--- src/rtl/serial_adder.sv ---
//------------------------------------------------------------------------------
// Module      : serial_adder (with local full_adder stage)
// Description : Bit-serial WIDTH-bit adder controller. Accepts two operands
//               plus carry-in over a valid/ready handshake, feeds one bit pair
//               per cycle (LSB first) through a full_adder, registers the
//               ripple carry between cycles and returns {c_out, sum_out} over
//               a valid/ready handshake.
//               Optional build macro SERIAL_ADDER_SUB_EN adds a 'sub' input
//               that selects a - b (c_out = 1 means no borrow).
// Revision    : 1.0 - initial release
//------------------------------------------------------------------------------
`default_nettype none

module full_adder (
    input  logic a,
    input  logic b,
    input  logic c_in,
    output logic sum,
    output logic c_out
);

    assign sum   = a ^ b ^ c_in;
    assign c_out = (a & b) | (c_in & (a ^ b));

endmodule

module serial_adder #(
    parameter int WIDTH = 8
) (
    input  logic             clk,
    input  logic             rst,
    input  logic             in_valid,
    output logic             in_ready,
    input  logic [WIDTH-1:0] a_in,
    input  logic [WIDTH-1:0] b_in,
    input  logic             c_in,
    output logic             out_valid,
    input  logic             out_ready,
    output logic [WIDTH-1:0] sum_out,
    output logic             c_out
`ifdef SERIAL_ADDER_SUB_EN
    ,
    input  logic             sub
`endif
);

    // Bit counter only has to reach WIDTH-1.
    localparam int c_cnt_w = (WIDTH > 1) ? $clog2(WIDTH) : 1;
    localparam logic [c_cnt_w-1:0] c_cnt_last = c_cnt_w'(WIDTH - 1);

    typedef enum logic [1:0] {
        c_st_idle = 2'd0,
        c_st_run  = 2'd1,
        c_st_done = 2'd2
    } state_t;

    state_t             r_state;
    logic [WIDTH-1:0]   r_a_sh;
    logic [WIDTH-1:0]   r_b_sh;
    // Only the upper WIDTH-1 sum bits need storing: the newest bit comes
    // straight from the full adder on the final RUN cycle.
    logic [WIDTH-2:0]   r_sum_hi;
    logic               r_carry;
    logic [c_cnt_w-1:0] r_cnt;

    logic               w_fa_sum;
    logic               w_fa_cout;
    logic [WIDTH-1:0]   w_sum_cat;
    logic [WIDTH-1:0]   w_b_load;
    logic               w_c_load;

    // Operand-load selection: subtraction is a + ~b + 1.
`ifdef SERIAL_ADDER_SUB_EN
    assign w_b_load = sub ? ~b_in : b_in;
    assign w_c_load = sub ? 1'b1  : c_in;
`else
    assign w_b_load = b_in;
    assign w_c_load = c_in;
`endif

    // Accept only from IDLE and never while reset is held.
    assign in_ready = (r_state == c_st_idle) && !rst;

    full_adder u_fa (
        .a     (r_a_sh[0]),
        .b     (r_b_sh[0]),
        .c_in  (r_carry),
        .sum   (w_fa_sum),
        .c_out (w_fa_cout)
    );

    // Sum bits collected so far with the current bit inserted at the top;
    // after WIDTH shifts this is the complete sum, LSB at bit 0.
    assign w_sum_cat = {w_fa_sum, r_sum_hi};

    // Control FSM, serial datapath and registered result.
    always_ff @(posedge clk) begin
        if (rst) begin
            r_state   <= c_st_idle;
            r_a_sh    <= '0;
            r_b_sh    <= '0;
            r_sum_hi  <= '0;
            r_carry   <= 1'b0;
            r_cnt     <= '0;
            out_valid <= 1'b0;
            sum_out   <= '0;
            c_out     <= 1'b0;
        end else begin
            case (r_state)
                c_st_idle: begin
                    if (in_valid) begin
                        r_a_sh  <= a_in;
                        r_b_sh  <= w_b_load;
                        r_carry <= w_c_load;
                        r_cnt   <= '0;
                        r_state <= c_st_run;
                    end
                end

                c_st_run: begin
                    r_a_sh   <= r_a_sh >> 1;
                    r_b_sh   <= r_b_sh >> 1;
                    r_sum_hi <= w_sum_cat[WIDTH-1:1];
                    r_carry  <= w_fa_cout;
                    r_cnt    <= r_cnt + c_cnt_w'(1);
                    if (r_cnt == c_cnt_last) begin
                        sum_out   <= w_sum_cat;
                        c_out     <= w_fa_cout;
                        out_valid <= 1'b1;
                        r_state   <= c_st_done;
                    end
                end

                c_st_done: begin
                    // Result held stable until the consumer takes it.
                    if (out_ready) begin
                        out_valid <= 1'b0;
                        r_state   <= c_st_idle;
                    end
                end

                default: begin
                    out_valid <= 1'b0;
                    r_state   <= c_st_idle;
                end
            endcase
        end
    end

endmodule

`default_nettype wire
--- config.mk ---
export PLATFORM = sky130hd
export DESIGN_NAME = serial_adder
export DESIGN_NICKNAME = d
export VERILOG_FILES = /design/src/rtl/serial_adder.sv
export SDC_FILE = /design/constraint.sdc
export NUM_CORES = 1
export LEC_CHECK = 0
export ABC_CLOCK_PERIOD_IN_PS = 1900
export CAP_MARGIN = 20
export CORE_MARGIN = 5
export CORE_UTILIZATION = 46
export DETAILED_ROUTE_END_ITERATION = 8
export PLACE_DENSITY = 0.78
export SKIP_CTS_REPAIR_TIMING = 1
export SYNTH_ARGS = -nofsm -noshare
export SYNTH_HDL_FRONTEND = slang
export SYNTH_SLANG_ARGS = --single-unit
--- constraint.sdc ---
create_clock -name clk -period 1.9 [get_ports clk]
set_input_delay 0.38 -clock clk [delete_from_list [all_inputs] [get_ports clk]]
set_output_delay 0.38 -clock clk [all_outputs]
set_load 0.01 [all_outputs]
==> results of run 1 <==
worst paths after layout:
| path | depth (start not counted) | start | endpoint | slack [ns] |
|---|---|---|---|---|
| setup / recovery | 1 | sum_out[6] | sum_out[6] | 0.36 |
| hold / removal | 2 | sum_out[5] | sum_out[5] | 0.45 |
| setup reg to reg | 5 | r_state[0] | r_sum_hi[4] | 0.40 |
| hold reg to reg | 2 | sum_out[5] | sum_out[5] | 0.45 |
final cells by class:
cell class / instances / area share
Clock buffer: 5 / 0.0318
Clock inverter: 3 / 0.0313
Inverter: 1 / 0.00174
Multi-Input combinational cell: 122 / 0.378
Sequential cell: 39 / 0.361
Tap cell: 48 / 0.0278
Timing Repair Buffer: 36 / 0.168
cells in the mapped netlist (2+ instances only):
master	instances	area share
dfxtp_1	39	0.46
mux2i_1	16	0.095
a211oi_2	16	0.12
nor3_1	2	0.0059
ha_1	2	0.015
a22oi_1	4	0.018
nand2_1	32	0.071
nor2_1	23	0.051
buf_1	2	0.0044
clkbuf_1	2	0.0044
buf_6	4	0.027
a21oi_1	18	0.053
buf_4	4	0.018
worst min-delay path, cell delays in order, from the launching register on:
cell	delay, ns
dfxtp_1	0.31
nand2_1	0.05
a21oi_1	0.05
state kept, by name, summed over array words and instances, names as in the netlist:
signal and flops:
sum_out 8, c_out 1, out_valid 1, r_carry 1, r_a_sh 8, r_sum_hi 7, r_b_sh 8, r_state 2
r_cnt 3
routing by layer:
| layer | global-route usage | up-vias | wire length [um] |
|---|---|---|---|
| li1 | - | 664 | - |
| met4 | 0.0689 | 0 | 71 |
| met5 | 0 | - | 0 |
| met1 | 0.151 | 598 | 1370 |
| met2 | 0.216 | 29 | 1470 |
| met3 | 0.0440 | 5 | 161 |
power breakdown:
part / internal [mW] / switching [mW] / leakage (nW) / total [mW]
sequential: 0.855 / 0.0228 / 0.319 / 0.878
combinational: 0.113 / 0.106 / 0.419 / 0.219
clock: 0.524 / 0.292 / 0.0644 / 0.816
total: 1.49 / 0.421 / 0.802 / 1.91
kinds of logic (layout without fill, tap and decap cells):
logic type | Yosys count | in the layout | synth area share
AOI/OAI and AO/OA | 41 | 41 | 0.206
DFF | 39 | 39 | 0.462
adders and majority gates | 3 | 3 | 0.0266
muxes | 16 | 16 | 0.0947
and+or+nand+nor | 62 | 62 | 0.152
buffers and inverters | 14 | 45 | 0.0584
metrics by stage:
step	hold WS [ns]	cells	util	TNS (ns)
5_1_grt	0.474	254	0.599	0
6_report	0.453	254	0.599	0
3_5_place_dp	0.446	246	0.559	-0.126
3_3_place_gp	0.442	246	0.559	-0.116
2_1_floorplan	0.432	175	-	0
4_1_cts	0.457	254	0.597	-0.129
==> results.cfg, run 1 <==
[power_and_ir_drop]
power_density_nw_per_um2 = 885
leakagePower_nw = 0.802
power_mw = 1.91
ir_drop_mv = 0.390

[route]
wl_mm = 3.08
vias_per_cell = 5.10
remaining_drc_errors = 0
drt_iter0_drc = 78
vias = 1296
wl_per_cell_um = 12.1
drt-pass1-iter-count = 4
drtAntennaViolNets = 0

[setup_path]
cp-start-kind = flop
required_ns = 1.52
critical_path_class = reg2out
cp_cell_sequence = clkdlybuf4s50_1
critPathTopFamily = buffers and inverters
end_kind = primary output
worstPathMaxFanout = 2
critPathSlowestCell = clkdlybuf4s50_1
cp_slowest_stage_delay_ns = 0.54
worstPathArrival_ns = 1.16
path_buf_inv = 1

[clocking]
cts_buffers = 5
ctsHtreeMaxLevel = 2
cts_num_sinks = 39
clkTransAtPathRegs_ns = 0.07
cts_tree = done
clock_latency_ns = 0.29
cts_root_buffer = clkbuf_8
cts_buffer_depth = 2

[placement]
postPlaceCellArea_um2 = 2020
place_congestion = 0.740
place_ws_ns = -0.126
portBuffers = 31
dp_hpwl_mm = 2.10

[cells_and_area]
drive_above_1_share = 0.155
final_common_cell = dfxtp_1
seqCellArea_um2 = 781
syn_to_final_growth_pct = 27.7
multi_input_area_um2 = 817
fill_cells = 308
design_area_um2 = 2160
nNetsFinal = 229
mostFrequentLayoutCells = dfxtp_1, nand2_1, clkdlybuf4s50_1, nor2_1, a21oi_1
n_antenna_cell = 0

[timing]
final_max_slew_viol_count = 0
min_period_over_period = 0.811
fin_ws_ns = 0.358
rsz0062_at_grt = no
fin_crit_ns = 1.54
fmax_mhz = 649
slew_headroom = 0.681
timing.final.hold_violations = 0
clock_skew_ns = 0.00825
max_slew.worst_pin.slew_ns = 0.479
setup_viol = 0

[floorplan]
num_io_pins = 32
die_x_um = 70.6
dieArea_um2 = 4990
placement_rows = 22
die_h_um = 70.6
core-area_um2 = 3610
start_util = 0.469

[global_route]
grt_max_degree = 40
antenna_found_initial = 0
grt-ovfl-total = 0
grt_pass1_wl_mm = 5.18
grt_pass1_vias = 1222
grt_use_total = 0.131

[min_path]
min_path_type = reg2reg

[synth]
synth_edf_count = 0
synth_flop_cell = dfxtp_1
synth_cell_types = 24
synth.avg_cell_area_um2 = 9.67
async_reset_ff_frac = 0
ys_seq_area_frac = 0.462
syn-num-nets = 199
ys.warnings.count = 0
syn_area_um2 = 1690
synthCells = 175
synth_seq_cells = 39

[job]
cap_violations = 0

[run_status]
status = completed
No activity file was read; power rests on OpenSTA's default activity.
==> inputs of run 2 (changes only) <==
Settings changed: ABC_CLOCK_PERIOD_IN_PS 1900 to 1300, PLACE_DENSITY 0.78 to 0.81.
Clock period 1.9 ns to 1.3 ns, I/O delays scaled along.
==> run 2 against run 1 <==
Effect of this change:
- the flow now finishes with violations (negative setup slack)
- worst hold slack lost 0.0024 ns
- worst setup slack lost 0.39 ns
- combinational power grew 72%
- cell count grew 3.5%
- die area is the same
- first-iteration DRC count grew 6.4%
- non-clock buffer count grew 9
- via count grew 2.2%
- critical path depth grew 2
- critical endpoint is now in_ready
==> results.cfg, run 2 (same netlist as run 1, synthesis figures left out) <==
[power_and_ir_drop]
power_density_nw_per_um2 = 1140
leakagePower_nw = 1.03
ir_drop_mv = 0.841

[timing]
clock_skew_ns = 0.00511
setup_tns_ns = -0.0304
min_period_over_period = 1.02
timing.final.hold_violations = 0
setup_viol = 1
hold_slack_ns = 0.451
fin_crit_ns = 1.33
rsz0062_at_grt = yes
final_max_slew_viol_count = 0
slew_headroom = 0.675
fin_ws_ns = -0.0304
fmax_mhz = 752
max_slew.worst_pin.slew_ns = 0.488

[job]
cap_violations = 0

[cells_and_area]
final_common_cell = dfxtp_1
fin_cells = 263
mostFrequentLayoutCells = dfxtp_1, nand2_1, nor2_1, clkdlybuf4s50_1
n_antenna_cell = 0
design_area_um2 = 2300
drive_above_1_share = 0.223
fill_cells = 283
reg_top3 = r_a_sh x8, r_b_sh x8, sum_out x8
final_util = 0.639
syn_to_final_growth_pct = 36.2
nNetsFinal = 239

[route]
vias = 1325
drtAntennaViolNets = 0
drt-pass1-iter-count = 4
drt_iter0_drc = 83
remaining_drc_errors = 0
wl_mm = 3.60
vias_per_cell = 5.04
wl_per_cell_um = 13.7

[placement]
dp_cells = 253
postPlaceCellArea_um2 = 2100
place_congestion = 0.765
portBuffers = 31
dp_hpwl_mm = 2.37

[clocking]
cts_buffer_depth = 2
cts_num_sinks = 39
clock_latency_ns = 0.29
cts_buffers = 5
ctsHtreeMaxLevel = 2
cts_root_buffer = clkbuf_8
cts_tree = done
clkTransAtPathRegs_ns = 0.07

[setup_path]
r2r_start = r_state[0]
end_kind = primary output
required_ns = 1.04
cp-start-kind = primary input
critical_path_class = in2out
worstPathArrival_ns = 1.07
worstPathMaxFanout = 2
cp-startpoint = rst

[run_status]
status = finished with violations
violations = negative setup slack

[min_path]
min_from = sum_out[3]
min_path_type = reg2reg

[global_route]
grt_pass1_vias = 1275
antenna_found_initial = 0
grt_pass1_wl_mm = 5.67
grt-ovfl-total = 0
grt_max_degree = 40
grt_use_total = 0.141

[floorplan]
die_h_um = 70.6
placement_rows = 22
core-area_um2 = 3610
die_x_um = 70.6
num_io_pins = 32
start_util = 0.469
dieArea_um2 = 4990
-- run 2: critical path, cell delays in order --
cell,delay [ns]
clkdlybuf4s50_1,0.46
nor3_2,0.18
clkbuf_2,0.17
-- run 2: final cells by class --
cell class                      count  area, um2  area share
Clock buffer                        6       72.6      0.0315
Clock inverter                      1       30.0      0.0130
Inverter                            1       3.75     0.00163
Multi-Input combinational cell    123        855       0.371
Sequential cell                    39        782       0.339
Tap cell                           48       60.1      0.0261
Timing Repair Buffer               45        502       0.218
-- run 2: layer usage --
metal,share of wire,global-route usage,wire [um]
met3,0.038,0.0398,135
met2,0.50,0.240,1800
met1,0.45,0.170,1610
met4,0.014,0.0501,52
met5,0,0,0
-- run 2: path summary, 6_finish.rpt --
path                     end  slack, ns  cells past startpoint
setup / recovery    in_ready      -0.03                      3
hold / removal    sum_out[3]       0.45                      2
setup reg to reg   r_b_sh[0]       0.02                      4
hold reg to reg   sum_out[3]       0.45                      2
-- run 2: where the power goes --
group	switching [mW]	internal [mW]	total (mW)
sequential	0.0333	1.25	1.28
clock	0.394	0.562	0.956
combinational	0.173	0.203	0.377
-- run 2: through the flow --
| stage | power, mW | setup slack [ns] |
|---|---|---|
| final | 2.62 | -0.0304 |
| after global routing | 2.73 | -0.0662 |
| after CTS | 2.62 | -0.463 |
| after detailed placement | 1.67 | -0.471 |
| after global placement | 1.66 | -0.468 |
| after floorplan | 1.53 | 0.0197 |
==> inputs of run 3 (changes only) <==
Settings changed: DONT_BUFFER_PORTS set to 1, PLACE_DENSITY 0.81 to 0.69.
==> run 3 against run 2 <==
Effect of this change:
- the flow still finishes with violations (negative setup slack)
- worst setup slack got worse by 0.0027 ns
- sequential share of layout area rose by 8.0 points
- clock skew rose by 0.0015 ns
- critical path type is now reg2out
==> results.cfg, run 3 (same netlist as run 1, synthesis figures left out) <==
[run_status]
status = finished with violations
violations = negative setup slack

[cells_and_area]
drive_above_1_share = 0.262
fill_cells = 330
mostFrequentLayoutCells = dfxtp_1, nand2_1, nor2_1, mux2i_1, a211oi_2
nNetsFinal = 206
design_area_um2 = 1880
final_common_cell = dfxtp_1
n_antenna_cell = 0
syn_to_final_growth_pct = 11.2
reg_top3 = r_a_sh x8, r_b_sh x8, sum_out x8

[setup_path]
worstPathArrival_ns = 1.07
cp_cell_sequence = buf_6 > nor3_2 > buf_4
cp-start-kind = flop
critical_path_class = reg2out
critPathSlowestCell = dfxtp_4
cp_slowest_stage_delay_ns = 0.36
rrSetupSlack_ns = 0.02
r2r_start = r_state[0]
worstPathMaxFanout = 5
end_kind = primary output
cp-startpoint = r_state[0]
required_ns = 1.04

[placement]
portBuffers = 0
place_congestion = 0.699
postPlaceCellArea_um2 = 1700
place_ws_ns = -0.0807
dp_hpwl_mm = 2.32

[timing]
rsz0062_at_grt = yes
fin_crit_ns = 1.33
clock_skew_ns = 0.00660
slew_headroom = 0.670
final_max_slew_viol_count = 0
max_slew.worst_pin.slew_ns = 0.495
setup_tns_ns = -0.0331
min_period_over_period = 1.03
timing.final.hold_violations = 0
fmax_mhz = 750
setup_viol = 1
fin_ws_ns = -0.0331

[floorplan]
dieArea_um2 = 4990
start_util = 0.469
die_h_um = 70.6
die_x_um = 70.6
num_io_pins = 32
core-area_um2 = 3610
placement_rows = 22

[route]
wl_mm = 3.62
drtAntennaViolNets = 0
drt_iter0_drc = 70
vias = 1242
vias_per_cell = 5.38
wl_per_cell_um = 15.6
remaining_drc_errors = 0
drt-pass1-iter-count = 4

[clocking]
clkTransAtPathRegs_ns = 0.07
ctsHtreeMaxLevel = 2
clock_latency_ns = 0.29
cts_buffers = 5
cts_num_sinks = 39
cts_tree = done
cts_buffer_depth = 2
cts_root_buffer = clkbuf_8

[global_route]
grt_use_total = 0.136
grt_pass1_wl_mm = 5.42
grt-ovfl-total = 0
antenna_found_initial = 0
grt_pass1_vias = 1187
grt_max_degree = 41

[min_path]
min_from = rst
min_path_type = in2reg

[power_and_ir_drop]
power_mw = 2.32
ir_drop_mv = 0.454
leakagePower_nw = 0.692
power_density_nw_per_um2 = 1230

[job]
cap_violations = 0
run 3: changes by cell type in the layout (fill, tap and decap cells not counted), moves of 2 or more:
cell	previous run	this run
buf_12	3	0
clkdlybuf4s50_1	20	0
buf_4	7	9
clkinv_2	0	3
dlymetal6s2s_1	10	0
dfxtp_4	0	2
run 3: per-stage QoR:
| step | hold WS, ns | cells | util |
|---|---|---|---|
| floorplan | 0.408 | 175 | - |
| global placement | 0.329 | 216 | 0.473 |
| detailed placement | 0.330 | 216 | 0.473 |
| CTS | 0.0188 | 224 | 0.496 |
| global route | 0.0195 | 231 | 0.522 |
| finish | 0.0318 | 231 | 0.522 |
run 3: area by class of cell:
cell class | count | area [um2] | share of cell area
clock buffer | 5 | 68.8 | 0.0366
clock inverter | 3 | 15.0 | 0.00798
inverter | 1 | 3.75 | 0.00200
multi-input combinational | 124 | 855 | 0.454
sequential | 39 | 788 | 0.419
tap | 48 | 60.1 | 0.0319
timing repair buffer | 11 | 90.1 | 0.0479
run 3: worst paths after layout:
path                 endpoint  depth (start not counted)
setup / recovery     in_ready                          3
hold / removal      r_a_sh[1]                          1
setup reg to reg   r_state[1]                          6
hold reg to reg   r_sum_hi[0]                          2
run 3: power breakdown:
group / switching (mW) / leakage, nW / internal, mW
logic: 0.133 / 0.324 / 0.120
registers: 0.0366 / 0.320 / 1.25
clock network: 0.417 / 0.0477 / 0.367
total: 0.586 / 0.692 / 1.73
run 3: routing by layer:
metal  track usage  routed length, um  part of all wire
met4        0.0626                 43             0.012
met5             0                  0                 0
met1         0.149               1450              0.40
met2         0.232               1900              0.52
met3        0.0526                224             0.062
run 3: worst max-delay path, delay by kind of cell (launching register included):
family | cells | cell delay, ns
buffers and inverters | 2 | 0.27
flip-flops | 1 | 0.36
AND/OR/NAND/NOR | 1 | 0.15
